==> config.mk <==
export PLATFORM = sky130hd
export DESIGN_NAME = sdram_romrq_rnd
export DESIGN_NICKNAME = d
export VERILOG_FILES = /design/src/rtl/sdram_romrq_rnd_pkg.sv /design/src/rtl/sdram_lfsr16.sv /design/src/rtl/sdram_romrq_rnd.sv
export SDC_FILE = /design/constraint.sdc
export NUM_CORES = 1
export LEC_CHECK = 0
export BUFFER_PORTS_ARGS = -buffer_cell sky130_fd_sc_hd__buf_2
export CAP_MARGIN = 25
export CORE_MARGIN = 2
export CORE_UTILIZATION = 44
export CTS_CLUSTER_DIAMETER = 80
export DETAILED_ROUTE_END_ITERATION = 12
export PLACE_DENSITY_LB_ADDON = 0.3
export SLEW_MARGIN = 15
export SYNTH_ARGS = -nofsm -noshare
export SYNTH_HDL_FRONTEND = slang
export SYNTH_HIERARCHICAL = 1
export SYNTH_SLANG_ARGS = --single-unit
==> constraint.sdc <==
create_clock -name clk -period 30.4 [get_ports clk]
set_input_delay 9.12 -clock clk [delete_from_list [all_inputs] [get_ports clk]]
set_output_delay 9.12 -clock clk [all_outputs]
set_load 0.02 [all_outputs]
==> src/rtl/sdram_romrq_rnd_pkg.sv <==
// Shared constants for the SDRAM ROM request front end: legal client widths,
// LFSR seed and feedback tap mask.
package sdram_romrq_rnd_pkg;

    localparam int          SDRAM_AW  = 22;
    localparam logic [15:0] LFSR_SEED = 16'h0001;
    // Taps 16,14,13,11 map to state bits 15,13,12,10.
    localparam logic [15:0] LFSR_TAPS = 16'hB400;

    function automatic bit dw_legal(input int dw);
        return (dw == 8) || (dw == 16) || (dw == 32);
    endfunction

    // Number of client address LSBs that select a unit inside a 32-bit word.
    function automatic int dw_lsbs(input int dw);
        return (dw == 8) ? 2 : ((dw == 16) ? 1 : 0);
    endfunction

endpackage

==> src/rtl/sdram_lfsr16.sv <==
// 16-bit Fibonacci LFSR used by clients for timing jitter; advances on adv.
module sdram_lfsr16
    import sdram_romrq_rnd_pkg::*;
(
    input  logic        clk,
    input  logic        rst_n,
    input  logic        adv,
    output logic [15:0] lfsr
);

    logic [15:0] lfsr_q;
    logic [15:0] lfsr_d;
    logic        fb;

    assign fb = ^(lfsr_q & LFSR_TAPS);

    always_comb begin
        lfsr_d = lfsr_q;
        if (adv) begin
            lfsr_d = {lfsr_q[14:0], fb};
        end
    end

    always_ff @(posedge clk) begin
        if (!rst_n) begin
            lfsr_q <= LFSR_SEED;
        end else begin
            lfsr_q <= lfsr_d;
        end
    end

    assign lfsr = lfsr_q;

endmodule

==> src/rtl/sdram_romrq_rnd.sv <==
// SDRAM ROM client front end: address translation, two-entry MRU read cache
// of 32-bit words, and an LFSR for jitter.
module sdram_romrq_rnd
    import sdram_romrq_rnd_pkg::*;
#(
    parameter int AW     = 22,
    parameter int DW     = 16,
    parameter int REPACK = 0
) (
    input  logic                clk,
    input  logic                rst_n,
    input  logic                clr,
    input  logic [SDRAM_AW-1:0] offset,
    input  logic [AW-1:0]       addr,
    input  logic                addr_ok,
    input  logic [31:0]         din,
    input  logic                din_ok,
    input  logic                we,
    output logic                req,
    output logic                data_ok,
    output logic [SDRAM_AW-1:0] sdram_addr,
    output logic [DW-1:0]       dout,
    input  logic                adv,
    output logic [15:0]         lfsr
);

    localparam int LSBS = dw_legal(DW) ? dw_lsbs(DW) : 0;

    logic [AW-1:0]       addr_req;
    logic [SDRAM_AW-1:0] word_addr;

    generate
        if (LSBS == 0) begin : g_align_none
            assign addr_req = addr;
        end else begin : g_align
            assign addr_req = {addr[AW-1:LSBS], {LSBS{1'b0}}};
        end

        // Byte clients count in bytes, SDRAM counts 16-bit words.
        if (DW == 8) begin : g_waddr8
            assign word_addr = SDRAM_AW'(addr_req >> 1);
        end else begin : g_waddr
            assign word_addr = SDRAM_AW'(addr_req);
        end
    endgenerate

    assign sdram_addr = offset + word_addr;

    logic [AW-1:0] tag_q  [0:1];
    logic [31:0]   data_q [0:1];
    logic [1:0]    valid_q;

    // Entry 0 is always the most recent fill; the older line shifts to entry 1.
    always_ff @(posedge clk) begin
        if (!rst_n) begin
            valid_q   <= 2'b00;
            tag_q[0]  <= '0;
            tag_q[1]  <= '0;
            data_q[0] <= '0;
            data_q[1] <= '0;
        end else if (clr) begin
            valid_q <= 2'b00;
        end else if (we && din_ok) begin
            tag_q[1]  <= tag_q[0];
            data_q[1] <= data_q[0];
            tag_q[0]  <= addr_req;
            data_q[0] <= din;
            valid_q   <= {valid_q[0], 1'b1};
        end
    end

    logic        hit0;
    logic        hit1;
    logic        hit;
    logic [31:0] hit_data;
    logic [DW-1:0] word_c;
    logic        ok_c;

    assign hit0     = valid_q[0] && (tag_q[0] == addr_req);
    assign hit1     = valid_q[1] && (tag_q[1] == addr_req);
    assign hit      = hit0 || hit1;
    assign hit_data = hit0 ? data_q[0] : data_q[1];

    generate
        if (DW == 16) begin : g_sel16
            assign word_c = addr[0] ? hit_data[31:16] : hit_data[15:0];
        end else if (DW == 8) begin : g_sel8
            assign word_c = hit_data[{addr[1:0], 3'b000} +: 8];
        end else begin : g_sel32
            assign word_c = DW'(hit_data);
        end
    endgenerate

    assign req  = rst_n && addr_ok && !hit && !we;
    assign ok_c = addr_ok && hit;

    generate
        if (REPACK != 0) begin : g_repack
            logic          data_ok_q;
            logic [DW-1:0] dout_q;

            always_ff @(posedge clk) begin
                if (!rst_n) begin
                    data_ok_q <= 1'b0;
                    dout_q    <= '0;
                end else begin
                    data_ok_q <= ok_c;
                    dout_q    <= word_c;
                end
            end

            assign data_ok = data_ok_q;
            assign dout    = dout_q;
        end else begin : g_direct
            assign data_ok = ok_c;
            assign dout    = word_c;
        end
    endgenerate

    sdram_lfsr16 u_lfsr (
        .clk   (clk),
        .rst_n (rst_n),
        .adv   (adv),
        .lfsr  (lfsr)
    );

endmodule

== Word level (Yosys, flattened, before mapping) ==
Memory sizes are Yosys's and may differ from the RTL's.
Cells that the tools add are included.
Storage, ports and cells
  flip-flop bits (word level): 18
  bits in writable memories: 108
  output and inout bits: 56
  word-level logic and storage cells: 35
  memories kept: 2
Memory list
  data_q: depth 2, width 32, rd ports 2, clocked after Yosys merged registers in 0, wr ports 2, line sdram_romrq_rnd.sv:50  | logic [31:0] data_q [0:1];
  tag_q: depth 2, width 22, rd ports 2, clocked after Yosys merged registers in 0, wr ports 2, line sdram_romrq_rnd.sv:49  | logic [AW-1:0] tag_q [0:1];
Operators by class
  $add $sub $neg: 1
  equal/unequal tests: 2
  multiplexer cells: 11
  bitwise logic cells: 5
  reduce and logical (&&, ||, !) cells: 12
Operators by type and width (count)
  $mux 32: 3
  $eq 22x22->1: 2
  $mux 22: 2
  $add 22x22->22: 1
  $mux 16: 1
  $reduce_xor 16->1: 1
  $logic_and 1x1->1: 7
  $mux 1: 5
  $or 1x1->1: 4
  $logic_not 1->1: 2
  $reduce_or 2->1: 1
  $logic_or 1x1->1: 1
  $not 1->1: 1

== Logic depth before layout (Yosys ltp) ==
An unclocked memory read counts as a cell.
  depth in word-level cells: 7
  gate-level depth with buffers: 9
  mapped depth without buffers: 9

== Hierarchy ==
The synthesis kept the hierarchy.
Modules (own cells, without submodules)
  sdram_romrq_rnd: instances 1, cells an instance 454, area each 5893.2 µm²
  sdram_lfsr16: instances 1, cells an instance 54, area each 646.9 µm²

== Worst setup path before layout ==
OpenSTA, ideal clock, no wires.
  kind: input to output
  from: input port offset[1]
  to: output port sdram_addr[21]
  arrival time: 11443 ps
  required time: 21280 ps
  path slack: 9837 ps
  stages: 9
  path buffers: 0
  path through: ha_1 -> fa_1 -> a21oi_1 -> o211ai_1 -> or4_1 -> a31oi_1 -> a21o_1 -> o21ai_0 -> xnor2_1
Between the ends
  cells in the longest elaborated chain, start to end: 1
Ends and longest elaborated chain
  start: declaration: line sdram_romrq_rnd.sv:13  | input logic [SDRAM_AW-1:0] offset,
  $add 22x22->22: line sdram_romrq_rnd.sv:47  | assign sdram_addr = offset + word_addr;
  end: declaration: line sdram_romrq_rnd.sv:21  | output logic [SDRAM_AW-1:0] sdram_addr,
Every way passes these cells.

== Final worst setup path ==
  from: input port addr[1]
  to: output port sdram_addr[21]
Between the ends
  cells in the longest elaborated chain, start to end: 1
Ends and longest elaborated chain
  start: declaration: line sdram_romrq_rnd.sv:14  | input logic [AW-1:0] addr,
  $add 22x22->22: line sdram_romrq_rnd.sv:47
Every way passes these cells.

==> impl_metrics.yaml <==
routing:
  number_of_detailed_route_iterations_in_the_first_pass: 4
  num_vias: 4393
  mean_number_of_vias_per_cell: 5.230
  detail_route.wl_per_cell_um: 15.88
  drt-total-wl_um: 13340
  antenna_violating_nets_post_route: 0
  1st_iter_drt_viols: 265
  post-route-drc-count: 0
place:
  io_buffer_count: 136
  final_gp_congestion: 0.8531
  dp.final_hpwl_um: 9089
clock_network:
  post_cts.resized_instances: 0
  cts_tree: "yes"
  worst_skew_pair_later_pin_latency_ns: 0.41
  depth_of_the_cts_h_tree: 4
  maximum_buffer_depth_of_the_clock_tree: 2
  clock_buffer_count_from_cts: 17
  clock_sink_count: 124
  clock_pin_slew_on_the_worst_setup_and_hold_paths_ns: 0.05
  cts.repair_timing.setup_buffer_count: 0
  clk_root_buffer_cell: "sky130_fd_sc_hd__clkbuf_16"
  ctsHoldBuffers: 0
timing:
  timing.final.crit_share_pct: 69.13
  finalCriticalPeriod_ns: 21.02
  setup_viol_count_final: 0
  timing_max_transition_violations_final: 0
  rsz0062_at_grt: "no"
  tightest_pin_transition_ns: 0.8220
  max-slew-margin-rel_pct: 45.20
  fmaxAchievable_ghz: 0.04758
  final.setup.tns_ns: 0
  final_number_of_hold_violating_endpoints: 0
  clock_skew_ns: 0.004357
  fin_hold_ws_ns: 0.4936
final_layout:
  final_cell_mix: "sky130_fd_sc_hd__buf_2, sky130_fd_sc_hd__and2_1, sky130_fd_sc_hd__edfxtp_1"
  final_net_count: 749
  post-route-util_pct: 54.12
  n_fill_cell: 1239
  layout-drive-gt1-share_pct: 27.29
  number_of_inserted_diodes: 0
  area_growth_pct: 20.26
  most_common_cell_after_layout_fill_and_taps_aside: "sky130_fd_sc_hd__buf_2"
power:
  ir_drop_v: 0.00003329
  static-leakage-power_nw: 3.302
  power-per-cell-area_nw_per_um2: 54.91
yosys:
  post-synth-top-area-cell: "sky130_fd_sc_hd__edfxtp_1"
  synth.mux.area_fraction_pct: 8.093
  synth_seq_area_share_pct: 54.18
  synth-main-ff-cell: "sky130_fd_sc_hd__edfxtp_1"
  synth.lib_cells_used.distinct: 48
  synthesis.area_um2: 6540
  ys_top_cells_by_area: "sky130_fd_sc_hd__edfxtp_1, sky130_fd_sc_hd__and2_1, sky130_fd_sc_hd__dfxtp_1"
  ys_warn_count: 6
  fraction_of_the_mapped_netlist_area_in_compound_gates_pct: 5.663
  synthAdderAreaFrac_pct: 4.132
  synthArstFlopShare_pct: 0
  syn_area_per_cell_um2: 12.87
  number_of_flops_mapped_to_enable_cells_by_yosys: 106
  mappedNetlistNets: 612
  netlist.area_leader.share_pct: 48.67
  synth_seq_cells: 124
  synth_top_family_by_area: "simple AND/OR/NAND/NOR gates"
  syn_inst: 508
  yosys.area_share.xor_xnor_pct: 8.820
  synth-simple-area-share_pct: 17.20
grt:
  first_global_vias: 4247
  grt-ovfl-total: 0
  grt_antenna_before_repair: 0
  track_usage_pct: 16.88
  grt_max_degree: 107
  grt_first_pass_wirelength_um: 21250
die:
  initial_core_util_pct: 45.00
  number_of_placement_rows: 44
  dieWidth_um: 125.9
  die-area_um2: 15850
  dieHeight_um: 125.9
  placeable_core_area_um2: 14530
  top_level_ports: 139
worst_hold_path:
  hold_path_class: "register to register"
  startpoint_of_the_most_critical_hold_path: "valid_q[1]$_SDFFE_PP0P_"
setup_path:
  r2r_start: "u_lfsr/lfsr[13]$_SDFFE_PN0P_"
  ff2ff_path_depth: 3
  critPathKind: "input pin to primary output"
  signal_arrival_time_at_the_worst_endpoint_ns: 11.90
  critical_path.startpoint_type: "input pin"
  setup.worst_path.end_class: "primary output"
  crit_start: "addr[1]"
  required_ns: 21.28
  cp-endpoint: "sdram_addr[21]"
  critPathMaxFanout: 4
  worst-r2r-setup-slack_ns: 29.43
  regToRegEndpoint: "u_lfsr/lfsr[0]$_SDFFE_PN1P_"
job:
  max_cap_viol_count: 0
status:
  outcome: "finished, final reports clean"
metal layers:
| metal | global-route usage (%) | share of wire [%] |
|---|---|---|
| met1 | 22.60 | 47 |
| met2 | 26.69 | 46 |
| met3 | 3.951 | 5.3 |
| met4 | 6.787 | 1.8 |
| met5 | 0 | 0 |
cells in the mapped netlist (2+ instances only):
master	count
sky130_fd_sc_hd__and2_1	107
sky130_fd_sc_hd__nor3_1	2
sky130_fd_sc_hd__or4_1	2
sky130_fd_sc_hd__nor4_1	6
sky130_fd_sc_hd__a21oi_1	15
sky130_fd_sc_hd__o21ai_0	10
sky130_fd_sc_hd__inv_1	3
sky130_fd_sc_hd__edfxtp_1	106
sky130_fd_sc_hd__dfxtp_1	18
sky130_fd_sc_hd__xor2_1	34
sky130_fd_sc_hd__a21o_1	14
sky130_fd_sc_hd__nor2b_1	19
sky130_fd_sc_hd__nand2_1	15
sky130_fd_sc_hd__nor3b_1	2
sky130_fd_sc_hd__buf_6	2
sky130_fd_sc_hd__mux2i_1	15
sky130_fd_sc_hd__mux4_2	11
sky130_fd_sc_hd__buf_1	2
sky130_fd_sc_hd__mux4_1	5
sky130_fd_sc_hd__o21a_1	2
sky130_fd_sc_hd__nand3_1	4
sky130_fd_sc_hd__nor2_1	11
sky130_fd_sc_hd__nand4_1	8
sky130_fd_sc_hd__clkbuf_1	15
sky130_fd_sc_hd__a31oi_1	6
sky130_fd_sc_hd__o211ai_1	4
sky130_fd_sc_hd__ha_1	20
sky130_fd_sc_hd__xnor2_1	30
how the worst min path moves through the flow:
stage | endpoint | depth (start not counted) | slack (ns)
2_1_floorplan | valid_q[1]$_SDFFE_PP0P_ | 2 | 0.44
3_3_place_gp | valid_q[1]$_SDFFE_PP0P_ | 2 | 0.47
3_5_place_dp | valid_q[1]$_SDFFE_PP0P_ | 2 | 0.50
4_1_cts | valid_q[1]$_SDFFE_PP0P_ | 2 | 0.50
5_1_grt | valid_q[1]$_SDFFE_PP0P_ | 2 | 0.53
6_report | valid_q[1]$_SDFFE_PP0P_ | 2 | 0.49
sequential cells by signal (all words and copies together), names as in the netlist:
signal	count
valid_q	2
u_lfsr/lfsr	16
tag_q	42
data_q	64
layout make-up:
class                   instances  area, um2  share of cell area [%]
clock buffers                  17      425.4                   5.409
clock inverters                13      61.31                  0.7795
inverters                       3      11.26                  0.1432
multi-input cells             360       2890                   36.75
flip-flops and latches        124       3543                   45.05
well taps                     184      230.2                   2.927
repair buffers                139      703.2                   8.941
stage by stage:
stage	setup WS [ns]	area [um2]	power (mW)	instances
global placement	9.491	7378	0.2659	810
CTS	9.406	7865	0.4359	840
global route	9.213	7865	0.4498	840
detailed placement	9.439	7378	0.2676	810
finish	9.384	7865	0.4319	840
floorplan	9.837	6540	0.2474	508
report_power, final:
group          total [mW]  switching (mW)  internal [mW]
Clock               0.167          0.0672          0.100
Sequential          0.199         0.00412          0.194
Combinational      0.0661          0.0390         0.0271
Total               0.432           0.110          0.322
worst max-delay path, cell delays in order:
cell                       delay (ns)
sky130_fd_sc_hd__buf_2           0.13
sky130_fd_sc_hd__ha_1            0.21
sky130_fd_sc_hd__fa_1            0.40
sky130_fd_sc_hd__a21oi_1         0.24
sky130_fd_sc_hd__o211ai_1        0.24
sky130_fd_sc_hd__or4_1           0.46
sky130_fd_sc_hd__a31oi_1         0.44
sky130_fd_sc_hd__a21o_1          0.22
sky130_fd_sc_hd__o21ai_0         0.10
sky130_fd_sc_hd__xnor2_1         0.15
sky130_fd_sc_hd__buf_2           0.18
cells by family after synthesis:
family | count (synthesis)
AOI/OAI and AO/OA | 58
adders and majority gates | 21
DFF | 124
muxes | 31
buffers and inverters | 24
and+or+nand+nor | 185
xor gates and xnor gates | 65
(Power assumes the default switching activity.)
